`src/rtl/tl_pkg.sv`:
```
// Shared types, lamp codes and helpers for the intersection phase sequencer.
package tl_pkg;

  localparam int unsigned STATE_W = 3;
  localparam int unsigned LAMP_W  = 3;
  localparam int unsigned INIT_W  = 3;

  typedef enum logic [STATE_W-1:0] {
    A_GREEN   = 3'd0,
    A_YELLOW  = 3'd1,
    ALL_RED_A = 3'd2,
    B_GREEN   = 3'd3,
    B_YELLOW  = 3'd4,
    ALL_RED_B = 3'd5,
    FLASH     = 3'd6
  } state_e;

  // Lamp codes are {red, yellow, green}
  localparam logic [LAMP_W-1:0] LAMP_RED = 3'b100;
  localparam logic [LAMP_W-1:0] LAMP_YEL = 3'b010;
  localparam logic [LAMP_W-1:0] LAMP_GRN = 3'b001;
  localparam logic [LAMP_W-1:0] LAMP_OFF = 3'b000;

  // Bit positions within the one-hot counter load
  localparam int unsigned GREEN  = 0;
  localparam int unsigned YELLOW = 1;
  localparam int unsigned RED    = 2;

  typedef struct packed {
    logic [LAMP_W-1:0] a;
    logic [LAMP_W-1:0] b;
    logic              walk;
  } lamps_t;

  // Counter load pattern for a state; clearance phases reuse the yellow time.
  function automatic logic [INIT_W-1:0] init_code(state_e s);
    logic [INIT_W-1:0] code;
    code = '0;
    case (s)
      A_GREEN, B_GREEN:                         code[GREEN]  = 1'b1;
      A_YELLOW, B_YELLOW, ALL_RED_A, ALL_RED_B: code[YELLOW] = 1'b1;
      default:                                  code = '0;
    endcase
    return code;
  endfunction

  function automatic lamps_t lamps_for(state_e s, logic flash_ph);
    lamps_t l;
    l = '{a: LAMP_RED, b: LAMP_RED, walk: 1'b0};
    case (s)
      A_GREEN:  l.a = LAMP_GRN;
      A_YELLOW: l.a = LAMP_YEL;
      B_GREEN: begin
        l.b    = LAMP_GRN;
        l.walk = 1'b1;
      end
      B_YELLOW: l.b = LAMP_YEL;
      FLASH: begin
        l.a = flash_ph ? LAMP_YEL : LAMP_OFF;
        l.b = flash_ph ? LAMP_RED : LAMP_OFF;
      end
      default: l = '{a: LAMP_RED, b: LAMP_RED, walk: 1'b0};
    endcase
    return l;
  endfunction

endpackage

```
`src/rtl/tl_phase_sequencer.sv`:
```
// Two-road intersection phase sequencer: drives the shared phase counter
// through load pulses and count enable, and registers the lamp outputs.
module tl_phase_sequencer
  import tl_pkg::*;
#(
  parameter int unsigned pINIT_WIDTH  = 3,
  parameter int unsigned pSTATE_WIDTH = 3
) (
  input  logic                    clk,
  input  logic                    rst,
  input  logic                    tick,
  input  logic                    last,
  input  logic                    b_req,
  input  logic                    ped_req,
  input  logic                    night,
  output logic [pINIT_WIDTH-1:0]  init,
  output logic                    cnt_en,
  output logic [2:0]              a_lights,
  output logic [2:0]              b_lights,
  output logic                    walk,
  output logic [pSTATE_WIDTH-1:0] state
);

  state_e state_q, state_d;
  logic   load_q, load_d;
  logic   ped_pend_q, ped_pend_d;
  logic   flash_ph_q, flash_ph_d;
  lamps_t lamps_q, lamps_d;

  // Next-state, pedestrian latch, flash phase and lamp decode
  always_comb begin
    state_d    = state_q;
    load_d     = 1'b0;
    ped_pend_d = ped_pend_q;
    flash_ph_d = flash_ph_q;

    if (state_q == FLASH) begin
      if (tick) begin
        if (!night) begin
          state_d = ALL_RED_B;
        end else begin
          flash_ph_d = ~flash_ph_q;
        end
      end
      load_d = (state_d != FLASH);
    end else if (!load_q && last) begin
      case (state_q)
        A_GREEN:   state_d = (b_req || ped_pend_q) ? A_YELLOW : A_GREEN;
        A_YELLOW:  state_d = ALL_RED_A;
        ALL_RED_A: state_d = night ? FLASH : B_GREEN;
        B_GREEN:   state_d = B_YELLOW;
        B_YELLOW:  state_d = ALL_RED_B;
        ALL_RED_B: state_d = night ? FLASH : A_GREEN;
        default:   state_d = ALL_RED_B;
      endcase
      // Every phase end re-arms the counter, including A_GREEN re-entry
      load_d = (state_d != FLASH);
    end

    if (state_d inside {B_GREEN, FLASH}) begin
      ped_pend_d = 1'b0;
    end else if (ped_req && !(state_q inside {B_GREEN, FLASH})) begin
      ped_pend_d = 1'b1;
    end

    if (state_d == FLASH && state_q != FLASH) begin
      flash_ph_d = 1'b0;
    end

    lamps_d = lamps_for(state_d, flash_ph_d);
  end

  always_ff @(posedge clk) begin
    if (rst) begin
      state_q    <= ALL_RED_B;
      load_q     <= 1'b1;
      ped_pend_q <= 1'b0;
      flash_ph_q <= 1'b0;
      lamps_q    <= '{a: LAMP_RED, b: LAMP_RED, walk: 1'b0};
    end else begin
      state_q    <= state_d;
      load_q     <= load_d;
      ped_pend_q <= ped_pend_d;
      flash_ph_q <= flash_ph_d;
      lamps_q    <= lamps_d;
    end
  end

  // Counter controls: load pulse on the first cycle of a phase, then follow tick
  always_comb begin
    init   = '0;
    cnt_en = 1'b0;
    if (!rst && state_q != FLASH) begin
      if (load_q) begin
        init = pINIT_WIDTH'(init_code(state_q));
      end else begin
        cnt_en = tick;
      end
    end
  end

  assign a_lights = lamps_q.a;
  assign b_lights = lamps_q.b;
  assign walk     = lamps_q.walk;
  assign state    = pSTATE_WIDTH'(state_q);

endmodule

```
`config.mk`:
```
export PLATFORM = sky130hd
export DESIGN_NAME = tl_phase_sequencer
export DESIGN_NICKNAME = d
export VERILOG_FILES = /design/src/rtl/tl_pkg.sv /design/src/rtl/tl_phase_sequencer.sv
export SDC_FILE = /design/constraint.sdc
export NUM_CORES = 1
export LEC_CHECK = 0
export BUFFER_PORTS_ARGS = -buffer_cell sky130_fd_sc_hd__buf_4
export CAP_MARGIN = 20
export CORE_MARGIN = 2
export CORE_UTILIZATION = 54
export CTS_CLUSTER_SIZE = 40
export DETAILED_ROUTE_END_ITERATION = 6
export PLACE_DENSITY = 0.89
export SETUP_SLACK_MARGIN = 0.15
export SLEW_MARGIN = 20
export SYNTH_ARGS = -nofsm -noshare
export SYNTH_HDL_FRONTEND = slang
export SYNTH_SLANG_ARGS = --single-unit
```
`constraint.sdc`:
```
create_clock -name clk -period 4.4 [get_ports clk]
set_input_delay 0.66 -clock clk [delete_from_list [all_inputs] [get_ports clk]]
set_output_delay 0.66 -clock clk [all_outputs]
set_load 0.02 [all_outputs]
```
==> After elaboration in Yosys (flattened, before gate mapping) <==
Cells that the tools add are included.
{ "op_classes": {"eq_ne": 13, "n_mux": 28, "bitwise": 1, "n_reduce_logical": 15} }
{ "ops": {"columns": ["op", "count"], "rows": [
  ["$mux 3", 10],
  ["$pmux 3 s3", 2],
  ["$eq 3x3->1 const B", 5],
  ["$pmux 3 s5", 1],
  ["$mux 1", 12],
  ["$eq 3x2->1 const B", 3],
  ["$ne 3x3->1 const B", 3],
  ["$eq 3x1->1 const B", 2],
  ["$logic_not 3->1", 2],
  ["$mux 2", 3],
  ["$logic_and 1x1->1", 4],
  ["$reduce_bool 2->1", 2],
  ["$reduce_or 2->1", 2],
  ["$reduce_or 4->1", 1],
  ["$logic_not 1->1", 3],
  ["$logic_or 1x1->1", 1],
  ["$not 1->1", 1]
]} }
{ "totals": {"ff_bits": 13, "input_bits": 7, "output_inout_bits": 14, "elab_cells": 64} }

==> Depth between registers and ports, before layout <==
{ "depth": {"word_depth": 12, "mapped_depth": 7, "mapped_depth_nobuf": 5} }

==> Least setup slack after synthesis <==
No wires, ideal clock.
{ "synth_path": {"path_type": "reg-to-output", "from": "reg state_q[1] (netlist: state[1])", "to": "out cnt_en", "t_arrival_ps": 1884, "slack_ps": 1856, "path_stages_with_launch": 4, "path_buffers": 1, "path_cell_list": "dfxtp_1 clkbuf_8 nor2b_1 a2111oi_0"} }
{ "synth_between": {"elab_chain_cells": 3} }
{ "synth_rtl": {"columns": ["element", "line_no", "rtl"], "rows": [
  ["start, declared", "tl_phase_sequencer.sv:24", "state_e state_q, state_d;"],
  ["start signal, assigned", "tl_phase_sequencer.sv:81", "state_q <= state_d;"],
  ["$ne 3x3->1", "tl_phase_sequencer.sv:93", "if (!rst && state_q != FLASH) begin"],
  ["$logic_and 1x1->1", "tl_phase_sequencer.sv:93", null],
  ["$mux 1", "tl_phase_sequencer.sv:93", null],
  ["end, declared", "tl_phase_sequencer.sv:17", "output logic cnt_en,"]
]} }
No other way between the ends.

==> Final worst setup path <==
Same ends and word-level chain as after synthesis.

==> flow_results.org <==
** Outcome
- The run finished with clean final reports.

** Power and ir drop
- Pwr per Cell Area :: 303 mW/mm^2
- The design draws 0.000278 W.
- VDD sags by at most 0.192 mV.
- For this design the static power due to leakage is 0.393 nW.

** Placed design
- In this run, placement finished with an instance count of 118.
- The congestion estimate from routability-driven global placement came to 0.907.
- IO buf count :: 19
- Timing analysis after detailed placement gives a worst setup slack of 2220 ps.
- Summed over all nets, the half-perimeter wirelength after detailed placement is 1200 um.

** STA
- Final Max Tran Viols :: 0
- In this run the tightest slew margin relative to its limit is 65.6%.
- Setup ws final :: 2100 ps
- Setup repair after global routing left no endpoint under its margin.
- Crit share post-route :: 52.2%
- Based on the critical path, the design can be clocked at up to 436 MHz.
- The smallest clock period supported by the final layout is computed as 2300 ps.
- At the pin with the least slew margin, the transition time is 515 ps.
- Final Hold Violating Endpoints :: 0
- Setup total negative slack :: 0 ps
- Setup violations remaining at the end of the flow were counted as 0.
- Post-route clock skew :: 6.34 ps

** CTS
- CTS resizes :: 0
- Clock H-tree levels :: 1
- TritonCTS built the clock tree.
- The clock drives 13 sinks.
- Clock-pin slew was measured on the worst setup and hold paths at 80 ps.
- Num CTS Buffers :: 3
- Clk Latency, worst-skew pair :: 280 ps
- Setup repair bufs after CTS :: 0
- Clock tree synthesis selected as its root buffer the cell clkbuf_4.
- The clock passes through at most 2 buffers.
- Cts-stage hold buffer count :: 0

** GRT
- Global routing consumed, over all layers together, 20.4% of the routing resources.
- Met3 GRT Util :: 5.60%
- Remaining global-route overflow :: 0
- Via count of the first global-routing pass :: 700
- Maximum number of pins on one net before global-route repair :: 17
- The number of antenna violations at the first check in global routing is 0.
- In the global route stage, met2 resource usage came out at 31.4%.
- The first global-routing pass estimated 2790 um of wire.
- Layer with the highest usage :: met2
- GR Util met1 :: 22.8%

** Floorplan
- Count of boundary I/O pins :: 21
- The region available for standard cell placement spans 0.00133 mm^2.
- Measured along the y axis, the die boundary spans 42.2 um.
- Die X :: 42.2 um
- In this run the core area contains 13 standard-cell rows.
- The die covers 0.00178 mm^2.
- Initial Util :: 59.2%

** Yosys
- The synthesized netlist occupies a cell area of 790 um^2.
- Yosys mapped the design onto 43 distinct sky130hd cell types.
- Mean instance size in the synthesized netlist :: 8.77 um^2
- Synthesis produced 90 cells.
- Number of synthesized register bits :: 13
- Sequential cells were found to cover 33.0% of the synthesized design area.
- Yosys mapped a number of flops with a built-in enable equal to 0.
- Number of nets produced by synthesis :: 97
- The most used flip-flop cell after synthesis is dfxtp_1.
- Synthesis Warnings :: 0
- In the synthesized netlist the async set-or-reset flop fraction comes to 0%.

** Detailed routing
- The routed layout has 738 vias.
- First-pass iteration count of the detailed router :: 4
- In the final routed layout, each cell accounts on average for 14.1 um.
- Drt via density :: 6.05
- Count of nets left with antenna violations after detail routing :: 0
- For this run, design rule violations remaining after detail routing come to 0.
- Total wire length :: 1720 um
- Drt first-iter violations :: 20

** Cells and area
- Most frequent cells in the layout :: 19 x buf_4, 13 x dfxtp_1, 8 x nand2_1
- Final net count :: 115
- Compared with the post-synthesis result, the final layout area differs by 16.3%.
- The post-route netlist has 32.7% of its cells at a drive strength greater than 1.
- 0 antenna diodes ended up in the layout.
- Leading cell type in the layout, fill and taps excluded :: buf_4
- Non-Filler Instances :: 122

** Setup path
- Critical register-to-register path startpoint :: state[1]
- The setup check on the worst reg-to-reg path leaves a slack of 2320 ps.
- The worst setup path is captured at an output pin.
- Cell-by-cell trace of the critical path :: nor2b_1 -> a2111oi_0 -> buf_4
- Highest fanout seen on the critical path :: 16
- At the worst endpoint, the arrival time is 1640 ps.
- Reg2reg path depth :: 5
- On the worst path, the slowest cell contributes a delay of 470 ps.
- Critical Path Start Type :: flip-flop
- STA puts the critical path data required time at 3740 ps.
- The worst register-to-register path ends at a_lights[2].
- By startpoint and endpoint, the worst setup path is classified as reg -> out.
- Slowest stage cell on the critical path :: dfxtp_1

** Min path
- Capture endpoint of the worst hold path :: flash_ph_q
- The min-delay analysis places its worst path in the category reg -> reg.
- The worst hold path begins at flash_ph_q.
- Worst hold path stage count :: 2

** Run
- Max-cap violations in this run came to 0.
routing by layer:
metal	wire, um	share of wire, %
met2	800	47
met1	700	41
met5	0	0
met3	163	9.5
met4	50	2.9
flip-flops by register name (all words and copies together), names as in the netlist:
name	cells
a_lights	3
ped_pend_q	1
load_q	1
b_lights	3
walk	1
flash_ph_q	1
state	3
power breakdown:
part | internal, W | switching, W
combinational | 0.0000320 | 0.0000380
clock | 0.0000352 | 0.0000381
sequential | 0.000125 | 0.0000100
total | 0.000192 | 0.0000861
critical path: cells and delay by family, from the launching register on:
kind / cells / cell delay, ps
DFF: 1 / 470
AOI/OAI and AO/OA: 1 / 420
and+or+nand+nor: 1 / 240
buffers and inverters: 1 / 210
Yosys cell counts (2+ instances only):
cell | instances | area [um^2]
mux2_2 | 2 | 22.5
inv_1 | 2 | 7.51
nor2b_1 | 3 | 18.8
nor3_1 | 4 | 20.0
nor2_1 | 5 | 18.8
or2b_1 | 2 | 15.0
nand2_1 | 8 | 30.0
or2_2 | 2 | 12.5
nor4_1 | 3 | 18.8
or2b_2 | 2 | 17.5
nand2b_1 | 2 | 12.5
buf_6 | 3 | 33.8
dfxtp_1 | 13 | 260
and3_2 | 2 | 15.0
a21oi_1 | 4 | 20.0
nor3_2 | 2 | 20.0
or3_1 | 5 | 31.3
cell families (layout without fill, tap and decap cells):
family / count (synthesis) / after routing / synth area share, %
AND/OR/NAND/NOR: 46 / 46 / 36.1
AO/OA/AOI/OAI: 17 / 17 / 15.7
flip-flops: 13 / 13 / 33.0
buffers and inverters: 8 / 25 / 8.40
multiplexers: 3 / 3 / 4.12
XOR/XNOR: 2 / 2 / 2.22
other: 1 / 1 / 0.475
how the worst max path moves through the flow:
stage                         from           to  slack (ps)  cells after the start
after CTS                 state[1]       cnt_en        2110                      3
after detailed placement      last  b_lights[2]        2220                      6
final                     state[1]       cnt_en        2100                      3
after global placement        last  b_lights[2]        2260                      6
after floorplan           state[1]       cnt_en        1860                      3
after global routing      state[0]       cnt_en        1900                      3
cell type report:
| class | count | area, um^2 |
|---|---|---|
| multi-input combinational | 69 | 463 |
| fill | 120 | 415 |
| sequential | 13 | 260 |
| timing repair buffer | 19 | 143 |
| clock buffer | 4 | 26.3 |
| tap | 15 | 18.8 |
| inverter | 2 | 7.51 |
through the flow:
stage	util [%]	cell area (um^2)	hold WS, ps
after floorplan	-	790	477
final	68.9	918	512
after global placement	66.9	892	493
after CTS	68.9	918	522
after global routing	68.9	918	565
after detailed placement	66.9	892	509
Power figures use the tool's default switching activity.
